$ cat config.mk
export PLATFORM = sky130hd
export DESIGN_NAME = pc_next_unit
export DESIGN_NICKNAME = d
export VERILOG_FILES = /design/src/rtl/mips_pkg.sv /design/src/rtl/branch_target_adder.sv /design/src/rtl/pc_next_unit.sv
export SDC_FILE = /design/constraint.sdc
export NUM_CORES = 1
export LEC_CHECK = 0
export CORE_MARGIN = 2
export CORE_UTILIZATION = 41
export DETAILED_ROUTE_END_ITERATION = 10
export PLACE_DENSITY = 0.77
export SLEW_MARGIN = 20
export SYNTH_ARGS = -nofsm -noshare
export SYNTH_HDL_FRONTEND = slang
export SYNTH_SLANG_ARGS = --single-unit
$ cat constraint.sdc
create_clock -name clock -period 2.4 [get_ports clock]
set_clock_uncertainty 0.1 [all_clocks]
set_input_delay 0.36 -clock clock [delete_from_list [all_inputs] [get_ports clock]]
set_output_delay 0.36 -clock clock [all_outputs]
set_load 0.02 [all_outputs]
$ cat src/rtl/mips_pkg.sv
// Shared definitions for the 8-bit MIPS unicycle datapath.
//   PC_WIDTH   : default width of PC, offsets, jump targets and link register
//   RESET_ADDR : default PC value loaded by reset
//   state_e    : fetch state machine encoding (run / halt)
//   pc_sel_e   : next-PC source select encoding
package mips_pkg;

  localparam int unsigned PC_WIDTH = 8;
  localparam logic [PC_WIDTH-1:0] RESET_ADDR = 8'h00;

  typedef enum logic {
    StRun  = 1'b0,
    StHalt = 1'b1
  } state_e;

  typedef enum logic [1:0] {
    SEL_INC = 2'd0,
    SEL_BR  = 2'd1,
    SEL_JMP = 2'd2,
    SEL_JR  = 2'd3
  } pc_sel_e;

endpackage

$ cat src/rtl/branch_target_adder.sv
// Modulo adder for relative branch targets.
//   i_base   : pc + 1
//   i_offset : sign-extended two's complement offset
//   o_target : (i_base + i_offset) mod 2^W, carry discarded
module branch_target_adder #(
  parameter int unsigned W = 8
) (
  input  logic [W-1:0] i_base,
  input  logic [W-1:0] i_offset,
  output logic [W-1:0] o_target
);

  // Two's complement wraparound makes a plain W-bit add correct for negative offsets.
  assign o_target = i_base + i_offset;

endmodule

$ cat src/rtl/pc_next_unit.sv
// Program-counter stage: PC register, next-PC priority select, single-entry
// link register, RUN/HALT fetch state machine and saturating retire counter.
//   clock, reset       : rising-edge clock, synchronous active-high reset
//   stall              : freeze all state this cycle
//   branch, zero       : conditional branch taken when both high
//   branch_offset      : sign-extended relative offset
//   jump, link         : absolute jump to jump_addr; link saves pc_plus1 (jal)
//   jump_reg           : jump to link register (jr)
//   jump_addr          : absolute jump target
//   halt               : stop fetch until reset
//   pc, pc_plus1       : current PC (registered), PC + 1 (combinational)
//   link_reg, halted   : link register, HALT state flag
//   retired            : saturating count of PC updates
module pc_next_unit #(
  parameter int unsigned               PC_WIDTH   = mips_pkg::PC_WIDTH,
  parameter logic [PC_WIDTH-1:0]       RESET_ADDR = mips_pkg::RESET_ADDR
) (
  input  logic                clock,
  input  logic                reset,
  input  logic                stall,
  input  logic                branch,
  input  logic                zero,
  input  logic [PC_WIDTH-1:0] branch_offset,
  input  logic                jump,
  input  logic                link,
  input  logic                jump_reg,
  input  logic [PC_WIDTH-1:0] jump_addr,
  input  logic                halt,
  output logic [PC_WIDTH-1:0] pc,
  output logic [PC_WIDTH-1:0] pc_plus1,
  output logic [PC_WIDTH-1:0] link_reg,
  output logic                halted,
  output logic [7:0]          retired
);

  import mips_pkg::*;

  state_e              r_state;
  state_e              w_state_next;
  logic [PC_WIDTH-1:0] r_pc;
  logic [PC_WIDTH-1:0] r_link;
  logic [7:0]          r_retired;

  logic [PC_WIDTH-1:0] w_pc_plus1;
  logic [PC_WIDTH-1:0] w_br_target;
  logic [PC_WIDTH-1:0] w_pc_next;
  pc_sel_e             w_sel;
  logic                w_advance;
  logic                w_do_link;

  assign w_pc_plus1 = r_pc + PC_WIDTH'(1);

  branch_target_adder #(
    .W (PC_WIDTH)
  ) u_branch_target_adder (
    .i_base   (w_pc_plus1),
    .i_offset (branch_offset),
    .o_target (w_br_target)
  );

  // Fixed priority: jr > jump > taken branch > increment.
  always_comb begin
    w_sel = SEL_INC;
    if (jump_reg) begin
      w_sel = SEL_JR;
    end else if (jump) begin
      w_sel = SEL_JMP;
    end else if (branch && zero) begin
      w_sel = SEL_BR;
    end
  end

  always_comb begin
    w_pc_next = w_pc_plus1;
    unique case (w_sel)
      SEL_INC: w_pc_next = w_pc_plus1;
      SEL_BR:  w_pc_next = w_br_target;
      SEL_JMP: w_pc_next = jump_addr;
      SEL_JR:  w_pc_next = r_link;
      default: w_pc_next = w_pc_plus1;
    endcase
  end

  // State register.
  always_ff @(posedge clock) begin
    if (reset) begin
      r_state <= StRun;
    end else begin
      r_state <= w_state_next;
    end
  end

  // Next-state logic; stall masks halt.
  always_comb begin
    w_state_next = r_state;
    unique case (r_state)
      StRun:   if (!stall && halt) w_state_next = StHalt;
      StHalt:  w_state_next = StHalt;
      default: w_state_next = StRun;
    endcase
  end

  // State-machine outputs: when the datapath registers may update.
  always_comb begin
    w_advance = 1'b0;
    w_do_link = 1'b0;
    unique case (r_state)
      StRun: begin
        w_advance = !stall && !halt;
        // jr wins over jump, so jr+link never writes the link register.
        w_do_link = w_advance && (w_sel == SEL_JMP) && link;
      end
      default: begin
        w_advance = 1'b0;
        w_do_link = 1'b0;
      end
    endcase
  end

  always_ff @(posedge clock) begin
    if (reset) begin
      r_pc      <= RESET_ADDR;
      r_link    <= '0;
      r_retired <= '0;
    end else begin
      if (w_advance) begin
        r_pc <= w_pc_next;
        if (r_retired != 8'hFF) begin
          r_retired <= r_retired + 8'd1;
        end
      end
      if (w_do_link) begin
        r_link <= w_pc_plus1;
      end
    end
  end

  assign pc       = r_pc;
  assign pc_plus1 = w_pc_plus1;
  assign link_reg = r_link;
  assign halted   = (r_state == StHalt);
  assign retired  = r_retired;

endmodule

==> results.cfg, run 1 <==
[outcome]
status = complete, no violations

[setup_path]
critPathCaptureType = flop
critPathKind = flop to flop
cp_max_fo = 5
r2r_start = pc[0]
arrival_ps = 2400
crit_chain = ha_4 -> xor2_2 -> ha_1 -> buf_4 -> a21o_1 -> a21oi_1 -> xnor2_1 -> o211ai_1 -> a211oi_1
crit_required_ps = 2460
crit_family = compound AO/OA/AOI/OAI gates
worst_path_max_delay_cell = dfxtp_2
critPathBufInv = 1
critPathMaxStageDelay_ps = 360
start_kind = flop
crit_path_start = pc[0]

[finish]
finalNonFillerCells = 323
final_nets = 309
num_antenna_cells = 0
final_area_sq_um = 2580
layout_common_cells = clkdlybuf4s50_1, nor2_1, buf_4, dfxtp_1, nand2_1
syn2layout_area_growth_pct = 54.3
final_common_cell = clkdlybuf4s50_1
final_layout_size_suffix_gt1_share_pct = 18.7

[cts]
cts_tree = built
cts_buffers = 3
cts_sinks = 25
clkTransAtPathRegs_ps = 100
htreeDepth = 1
postCtsHoldBufs = 0
root_buffer = clkbuf_8
cts_buffer_depth = 2
clock_latency_ps = 270

[grt]
track_usage_pct = 21.9
grt_pass1_vias = 1657
grt_pass1_wl_microns = 7670
antenna_found_initial = 0
grt_start_max_net_pins = 16
grt_remaining_overflow = 0

[logic_synthesis]
synth-seq-cells = 25
synthTopCellsByArea = dfxtp_1, ha_1, mux2i_1
synth_top_area_cell = dfxtp_1
synth-main-ff-cell = dfxtp_1
async_reset_ff_share_pct = 0
avgSynthCellArea_sq_um = 8.32
yosys.area.top_type_share_pct = 29.9
syn_nets = 236
ys_warn_count = 0
ys_seq_area_share_pct = 29.9
synth_edf_count = 0
synthDistinctLibCells = 47
synth_cells = 201
netlist_area_sq_um = 1670

[drt]
routed-wl-met3_microns = 269
drc = 0
dr_wl_met2_microns = 2480
vias = 1775
final_antenna_net_count = 0
wl_per_cell_microns = 15.6
dr.pass1.iters = 4
drt_wl_total_microns = 5030
drtIter0Drc = 99
viasPerCell = 5.50
maxUsedRoutingLayer = met4
m1WireLength_microns = 2260

[power_and_ir_drop]
p_leak_uw = 0.00101
switchingPower_uw = 308
vdd_drop_max_uv = 295
power_frac_comb_pct = 30.7
p_int_uw = 700
powerDensity_nw_per_um2 = 391
power_frac_seq_pct = 43.7
total_power_uw = 1010
clkPwrFrac_pct = 25.6
swShare_pct = 30.5

[place]
dp_cells = 318
gp_congestion = 0.915
port_buffers = 57
placed_area_sq_um = 2460
post-dp-hpwl_microns = 3770

[sta]
hold_violations = 0
min_period_ps = 2340
slew_violations = 0
worst_slew_pin_slew_ps = 557
fin_tns_setup_ps = 0
setup_viol = 0
maxSlewHeadroom_pct = 62.8
finalCritPeriodShare_pct = 97.6
rsz0062_at_grt = no
holdWs_ps = 403
max_freq_ghz = 0.427

[hold_path]
hp-class = flop to flop
hold_start = retired[1]

[die]
core_sq_um = 3970
die_h_microns = 67.9
num_rows = 23
start_util_pct = 42.1
num_io_pins = 58
die_area_sq_um = 4610
die_w_microns = 67.9

[flow_run]
drv_cap = 0
through the flow:
stage	utilization [%]	worst slack, ps
2_1_floorplan	-	0.0582
3_3_place_gp	62.0	24.9
3_5_place_dp	62.0	-12.8
4_1_cts	63.2	14.9
5_1_grt	65.0	6.15
6_report	65.0	57.6
power groups by stage:
stage                     registers (uW)  logic [uW]  clock network (uW)
after floorplan                      465         143                   0
after global placement               448         290                   0
after detailed placement             449         293                   0
after CTS                            439         296                 263
after global routing                 442         334                 279
final                                440         310                 258
what timing repair did:
| action | CTS | global route |
|---|---|---|
| resized for setup | 0 | 13 |
| endpoints found under the setup margin | 0 | 6 |
| setup buffers | 0 | 1 |
routing by layer:
metal / vias to the layer above / track usage (%)
met1: 849 / 29.6
met2: 45 / 37.0
met4: 0 / 5.50
met3: 2 / 2.63
li1: 879 / -
met5: - / 0
cell usage after synthesis, drive strengths merged (3+ instances only):
cell type,instances
inv,6
a21oi,16
a211oi,6
dfxtp,25
nor3,6
clkbuf,3
nand2,16
ha,9
or3,3
nand3b,3
buf,6
xnor2,8
a221oi,3
mux2i,9
o21ai,12
xor2,7
o21a,3
nand3,10
nand4,3
nor2,21
cell type report:
class,count,area (sq um)
Inverter,6,22.5
Fill cell,357,1390
Clock inverter,1,7.51
Timing Repair Buffer,77,728
Clock buffer,3,41.3
Tap cell,50,62.6
Sequential cell,25,508
Multi-Input combinational cell,161,1210
cell families (layout without fill, tap and decap cells):
group | after synthesis | count (layout) | share of synthesized area, %
AND/OR/NAND/NOR | 71 | 71 | 21.2
AO/OA/AOI/OAI | 55 | 55 | 21.9
flip-flops | 25 | 25 | 29.9
XOR/XNOR | 16 | 16 | 9.65
buffers and inverters | 15 | 87 | 4.04
adder cells (fa/ha/maj) | 10 | 10 | 7.93
multiplexers | 9 | 9 | 5.39
worst paths after layout:
path           endpoint  slack [ps]  cells after the start
min          retired[1]         400                      2
min reg2reg  retired[1]         400                      2
max reg2reg       pc[4]          60                      9
max               pc[4]          60                      9
worst min-delay path: stages, from the launching register on:
cell     delay [ps]
dfxtp_1         350
nand2_1          60
a21oi_1          50
Power figures use the tool's default switching activity.
==> run 2: changes to the inputs <==
--- a/config.mk
+++ b/config.mk
@@ -6,10 +6,11 @@
 export NUM_CORES = 1
 export LEC_CHECK = 0
 export CORE_MARGIN = 2
-export CORE_UTILIZATION = 41
+export CORE_UTILIZATION = 42
 export DETAILED_ROUTE_END_ITERATION = 10
 export PLACE_DENSITY = 0.77
-export SLEW_MARGIN = 20
+export SLEW_MARGIN = 0
 export SYNTH_ARGS = -nofsm -noshare
 export SYNTH_HDL_FRONTEND = slang
+export SYNTH_HIERARCHICAL = 1
 export SYNTH_SLANG_ARGS = --single-unit
==> results.cfg, run 2 <==
[logic_synthesis]
synth-seq-cells = 25
synth_top_area_cell = dfxtp_1
muxShareOfSynthArea_pct = 4.62
synth-main-ff-cell = dfxtp_1
synth-simple-area-share_pct = 21.0
synthTopCellsByArea = dfxtp_1, ha_1, nor2_1
netlist_area_sq_um = 1760
synth_edf_count = 0
synth_cells = 213
avgSynthCellArea_sq_um = 8.26
yosys.area.top_type_share_pct = 28.4
synth_common_cells = dfxtp_1, nor2_1, inv_1
synth_compound_area_share_pct = 25.4
async_reset_ff_share_pct = 0
ys_warn_count = 6
synth_top_family_by_area = compound AO/OA/AOI/OAI gates
syn_nets = 248
ys_seq_area_share_pct = 28.4
synth_xor_area_share_pct = 6.97
synthAdderAreaFrac_pct = 7.53
synthDistinctLibCells = 45

[hold_path]
timing.hold.worst_path_depth = 2
hold_start = link_reg[2]
min_to = link_reg[2]
hp-class = flop to flop

[drt]
dr.pass1.iters = 4
viasPerCell = 5.61
vias = 1996
drtIter0Drc = 86
drc = 0
final_antenna_net_count = 0
wl_per_cell_microns = 15.8
drt_wl_total_microns = 5640

[sta]
worst_slew_pin_slew_ps = 399
rsz0062_at_grt = yes
setup_viol = 3
finalCritPeriodShare_pct = 109
hold_violations = 0
worst_slack_ps = -216
maxSlewHeadroom_pct = 72.7
slew_violations = 0
min_period_ps = 2620
max_freq_ghz = 0.382

[die]
core_sq_um = 4030
start_util_pct = 43.7
num_rows = 23
num_io_pins = 58
die_h_microns = 68.7
die_area_sq_um = 4730
die_w_microns = 68.7

[place]
gp_congestion = 0.913
port_buffers = 57
dp_cells = 352
post-dp-hpwl_microns = 4440

[cts]
htreeDepth = 1
cts_buffers = 3
cts_buffer_depth = 2
clock_latency_ps = 270
postCtsHoldBufs = 0
post_cts_buffers = 0
cts_sinks = 25
root_buffer = clkbuf_8
cts_tree = built
clkTransAtPathRegs_ps = 90

[power_and_ir_drop]
powerDensity_nw_per_um2 = 386
p_leak_uw = 0.00114
total_power_uw = 1120
vdd_drop_max_uv = 293

[setup_path]
crit_chain = ha_4 -> nand2_2 -> or2_4 -> xnor2_4 -> inv_2 -> ha_4 -> nor3b_2 -> a221oi_2 -> o311ai_1 -> o311ai_1 -> o2bb2ai_1 -> a221oi_1
rr_endpoint = pc[6]
reg2reg_slack_ps = -220
critPathCaptureType = flop
cp_max_fo = 6
arrival_ps = 2670
worst_path_max_delay_cell = dfxtp_4
start_kind = flop
crit_required_ps = 2450
critPathKind = flop to flop
r2r_start = pc[0]
r2r.worst_path.cells = 12
critPathMaxStageDelay_ps = 380

[finish]
fillerInstances = 333
finalNonFillerCells = 356
final_layout_size_suffix_gt1_share_pct = 27.1
syn2layout_area_growth_pct = 64.9
num_antenna_cells = 0
layout_common_cells = clkdlybuf4s50_1, buf_4, nor2_1, dfxtp_1
final_nets = 342
final_common_cell = clkdlybuf4s50_1

[flow_run]
drv_cap = 0

[grt]
grt_pass1_vias = 1895
grt_pass1_wl_microns = 8700
grt_start_max_net_pins = 15
track_usage_pct = 25.1
antenna_found_initial = 0
grt_remaining_overflow = 0

[outcome]
failed_checks = setup timing
status = finished, violations left
==> run 2: power by group <==
group	leakage [uW]	total (uW)	switching [uW]	internal [uW]
clock	0.0000255	257	140	116
sequential	0.000207	439	13.0	426
combinational	0.000906	425	203	222
==> run 2: how the worst max path moves through the flow <==
stage	startpoint	endpoint	slack [ps]	cells past startpoint
final	pc[0]	pc[6]	-220	12
after global routing	pc[0]	pc[6]	-320	12
after floorplan	pc[1]	pc[6]	-140	12
after global placement	branch_offset[0]	pc[6]	-240	10
after CTS	pc[0]	pc[6]	-200	10
after detailed placement	branch_offset[0]	pc[6]	-220	10
==> run 2: what timing repair did <==
| item | CTS | global route |
|---|---|---|
| pin swaps | 0 | 4 |
| resized for setup | 6 | 14 |
| setup endpoints to repair | 6 | 5 |
==> run 2: metrics by stage <==
stage | setup TNS [ps] | utilization (%) | cell area (sq um) | worst slack, ps | hold WS (ps)
after global placement | -602 | 69.0 | 2780 | -241 | 399
after detailed placement | -779 | 69.0 | 2780 | -222 | 419
final | -420 | 72.0 | 2900 | -216 | 440
after global routing | -761 | 72.0 | 2900 | -322 | 469
after CTS | -507 | 70.5 | 2840 | -201 | 441
after floorplan | -312 | - | 1880 | -142 | 405
==> run 2: critical path: cells and delay by family (launching register included) <==
family / cells / cell delay [ps]
buffers and inverters: 1 / 70
adders and majority gates: 2 / 430
xor gates and xnor gates: 1 / 200
AOI/OAI and AO/OA: 5 / 810
DFF: 1 / 380
and+or+nand+nor: 3 / 510
==> run 2: per-layer routing <==
metal  wire, microns  track usage [%]  vias to the layer above
met4              59             6.86                        0
met1            2410             31.0                      959
met2            2920             45.0                       67
met5               0                0                        -
li1                -                -                      964
met3             247             3.90                        6
==> run 2: cells by family (layout without fill, tap and decap cells) <==
logic type,after synthesis,after routing
buffers and inverters,24,117
muxes,8,8
DFF,25,25
adders and majority gates,10,10
xor gates and xnor gates,14,14
and+or+nand+nor,71,71
AOI/OAI and AO/OA,61,61
==> run 2: layout make-up <==
class	instances	area, sq um	area share (%)
inverters	16	60.1	2.07
flip-flops and latches	25	519	17.9
well taps	50	62.6	2.16
repair buffers	97	886	30.5
clock buffers	3	41.3	1.42
clock inverters	1	5.00	0.172
multi-input cells	164	1330	45.8
==> run 3: changes to the inputs <==
--- a/config.mk
+++ b/config.mk
@@ -5,10 +5,11 @@
 export SDC_FILE = /design/constraint.sdc
 export NUM_CORES = 1
 export LEC_CHECK = 0
+export ABC_AREA = 1
 export CORE_MARGIN = 2
 export CORE_UTILIZATION = 42
 export DETAILED_ROUTE_END_ITERATION = 10
-export PLACE_DENSITY = 0.77
+export PLACE_DENSITY = 0.76
 export SLEW_MARGIN = 0
 export SYNTH_ARGS = -nofsm -noshare
 export SYNTH_HDL_FRONTEND = slang
==> results.cfg, run 3 <==
[cts]
root_buffer = clkbuf_8
cts_tree = built
cts_sinks = 25
postCtsHoldBufs = 0
cts_buffers = 3
cts_buffer_depth = 2
clkTransAtPathRegs_ps = 80
htreeDepth = 1
clock_latency_ps = 270
post_cts_buffers = 0

[drt]
dr.pass1.iters = 5
drt_wl_total_microns = 5120
routed-wl-met3_microns = 251
wl_per_cell_microns = 12.3
final_antenna_net_count = 0
maxUsedRoutingLayer = met4
viasPerCell = 4.96
drc = 0
drtIter0Drc = 74
m1WireLength_microns = 2290
dr_wl_met2_microns = 2520
vias = 2070

[hold_path]
timing.hold.worst_path_depth = 2
hold_start = link_reg[0]
hp-class = flop to flop
min_to = link_reg[0]

[grt]
grt_remaining_overflow = 0
grt_pass1_wl_microns = 8250
grt_start_max_net_pins = 16
track_usage_pct = 19.9
antenna_found_initial = 0
grt_pass1_vias = 1896

[logic_synthesis]
syn_nets = 328
avgSynthCellArea_sq_um = 6.38
ys_seq_area_share_pct = 26.8
ys_warn_count = 6
async_reset_ff_share_pct = 0
synth_edf_count = 0
synth_common_cells = nand2_1, inv_1, a21oi_1, nand3_1, dfxtp_1
synth-simple-area-share_pct = 34.6
synth-seq-cells = 25
synth_top_family_by_area = simple AND/OR/NAND/NOR gates
synthDistinctLibCells = 31
netlist_area_sq_um = 1870
synth_compound_area_share_pct = 14.2
synthTopCellsByArea = dfxtp_1, nand2_1, inv_1
muxShareOfSynthArea_pct = 0
yosysMostFrequentCell = nand2_1
synth_cells = 293
synth-main-ff-cell = dfxtp_1
synth_top_area_cell = dfxtp_1
yosys.area.top_type_share_pct = 26.8
synth_xor_area_share_pct = 4.75
synthAdderAreaFrac_pct = 7.09

[die]
core_sq_um = 4320
die_area_sq_um = 5000
die_w_microns = 70.7
die_h_microns = 70.7
start_util_pct = 43.3
num_rows = 24
num_io_pins = 58

[place]
placed_area_sq_um = 2590
port_buffers = 57
post-dp-hpwl_microns = 3920
dp_cells = 413
gp_congestion = 0.889

[finish]
num_antenna_cells = 0
layout_common_cells = nand2_1, clkdlybuf4s50_1, inv_1, nand3_1, a21oi_1
final_nets = 401
final_layout_size_suffix_gt1_share_pct = 17.0
final_common_cell = nand2_1
finalNonFillerCells = 417
syn2layout_area_growth_pct = 47.0
final_area_sq_um = 2750

[sta]
holdWs_ps = 389
maxSlewHeadroom_pct = 73.7
worst_slew_pin_slew_ps = 394
setup_viol = 0
slew_violations = 0
rsz0062_at_grt = yes
min_period_ps = 2360
finalCritPeriodShare_pct = 98.2
max_freq_ghz = 0.424
hold_violations = 0

[power_and_ir_drop]
p_leak_uw = 0.00128
vdd_drop_max_uv = 219
powerDensity_nw_per_um2 = 396

[setup_path]
critPathCaptureType = output pin
critPathBufInv = 3
arrival_ps = 1900
crit_family = buffers and inverters
crit_chain = buf_6 -> nand3_1 -> o21ai_2 -> nand2_2 -> inv_2 -> clkdlybuf4s50_1
critPathMaxStageDelay_ps = 620
critPathKind = flop to output pin
r2r.worst_path.cells = 18
r2r_start = pc[0]
reg2reg_slack_ps = 110
rr_endpoint = pc[7]
crit_required_ps = 1940
cp_max_fo = 5
start_kind = flop
worst_path_max_delay_cell = clkdlybuf4s50_1

[flow_run]
drv_cap = 0

[outcome]
status = complete, no violations
[run 3: changes by cell type in the layout (fill, tap and decap cells not counted), sizes merged, moves of 4 or more]
cell	before	now
a21oi	14	26
o21ai	9	27
nand2b	8	0
a211oi	10	0
nand3	4	28
nand2	15	82
buf	40	16
nor3	5	1
mux2i	7	0
o211ai	4	0
o311ai	6	0
inv	16	49
[run 3: layout make-up]
class | instances | area (sq um)
tap | 52 | 65.1
multi-input combinational | 212 | 1230
inverter | 51 | 200
clock buffer | 4 | 45.0
sequential | 25 | 507
timing repair buffer | 73 | 697
fill | 401 | 1580
[run 3: through the flow]
stage / total power [uW] / utilization [%] / TNS, ps / setup slack [ps]
floorplan: 663 / - / 0 / 57.9
CTS: 1060 / 61.0 / 0 / 1.46
global placement: 815 / 59.9 / 0 / 40.8
finish: 1090 / 63.6 / 0 / 44.0
global route: 1150 / 63.6 / -109 / -92.5
detailed placement: 821 / 59.9 / -8.55 / -8.55
[run 3: power by group]
| part | switching [uW] | internal (uW) |
|---|---|---|
| clock network | 132 | 119 |
| logic | 205 | 189 |
| registers | 14.8 | 430 |
| total | 351 | 738 |
[run 3: cell families after synthesis]
family | Yosys count
buffers and inverters | 56
adders and majority gates | 10
and+or+nand+nor | 141
AOI/OAI and AO/OA | 53
DFF | 25
xor gates and xnor gates | 8
[run 3: repair_timing]
action,CTS,global route
gates resized for setup,3,29
endpoints found under the setup margin,3,7
pin swaps,0,7
hold endpoints to repair,0,0
[run 3: worst min-delay path, delay by kind of cell, from the launching register on]
family          cells  cell delay [ps]
compound gates      1               60
flops               1              320
buf+inv             1               70
[run 3: metal layers]
| layer | global-route usage, % | up-vias |
|---|---|---|
| li1 | - | 1073 |
| met1 | 26.3 | 932 |
| met2 | 35.7 | 59 |
| met3 | 1.28 | 6 |
| met4 | 4.40 | 0 |
| met5 | 0 | - |
[run 3: how the worst max path moves through the flow]
| stage | start | endpoint | slack, ps | depth (start not counted) |
|---|---|---|---|---|
| floorplan | pc[0] | pc[7] | 60 | 19 |
| global placement | branch_offset[0] | pc[4] | 40 | 13 |
| detailed placement | branch_offset[0] | pc[6] | -9 | 16 |
| CTS | pc[0] | pc_plus1[3] | 1 | 8 |
| global route | pc[1] | pc[7] | -90 | 18 |
| finish | pc[0] | pc_plus1[5] | 40 | 6 |
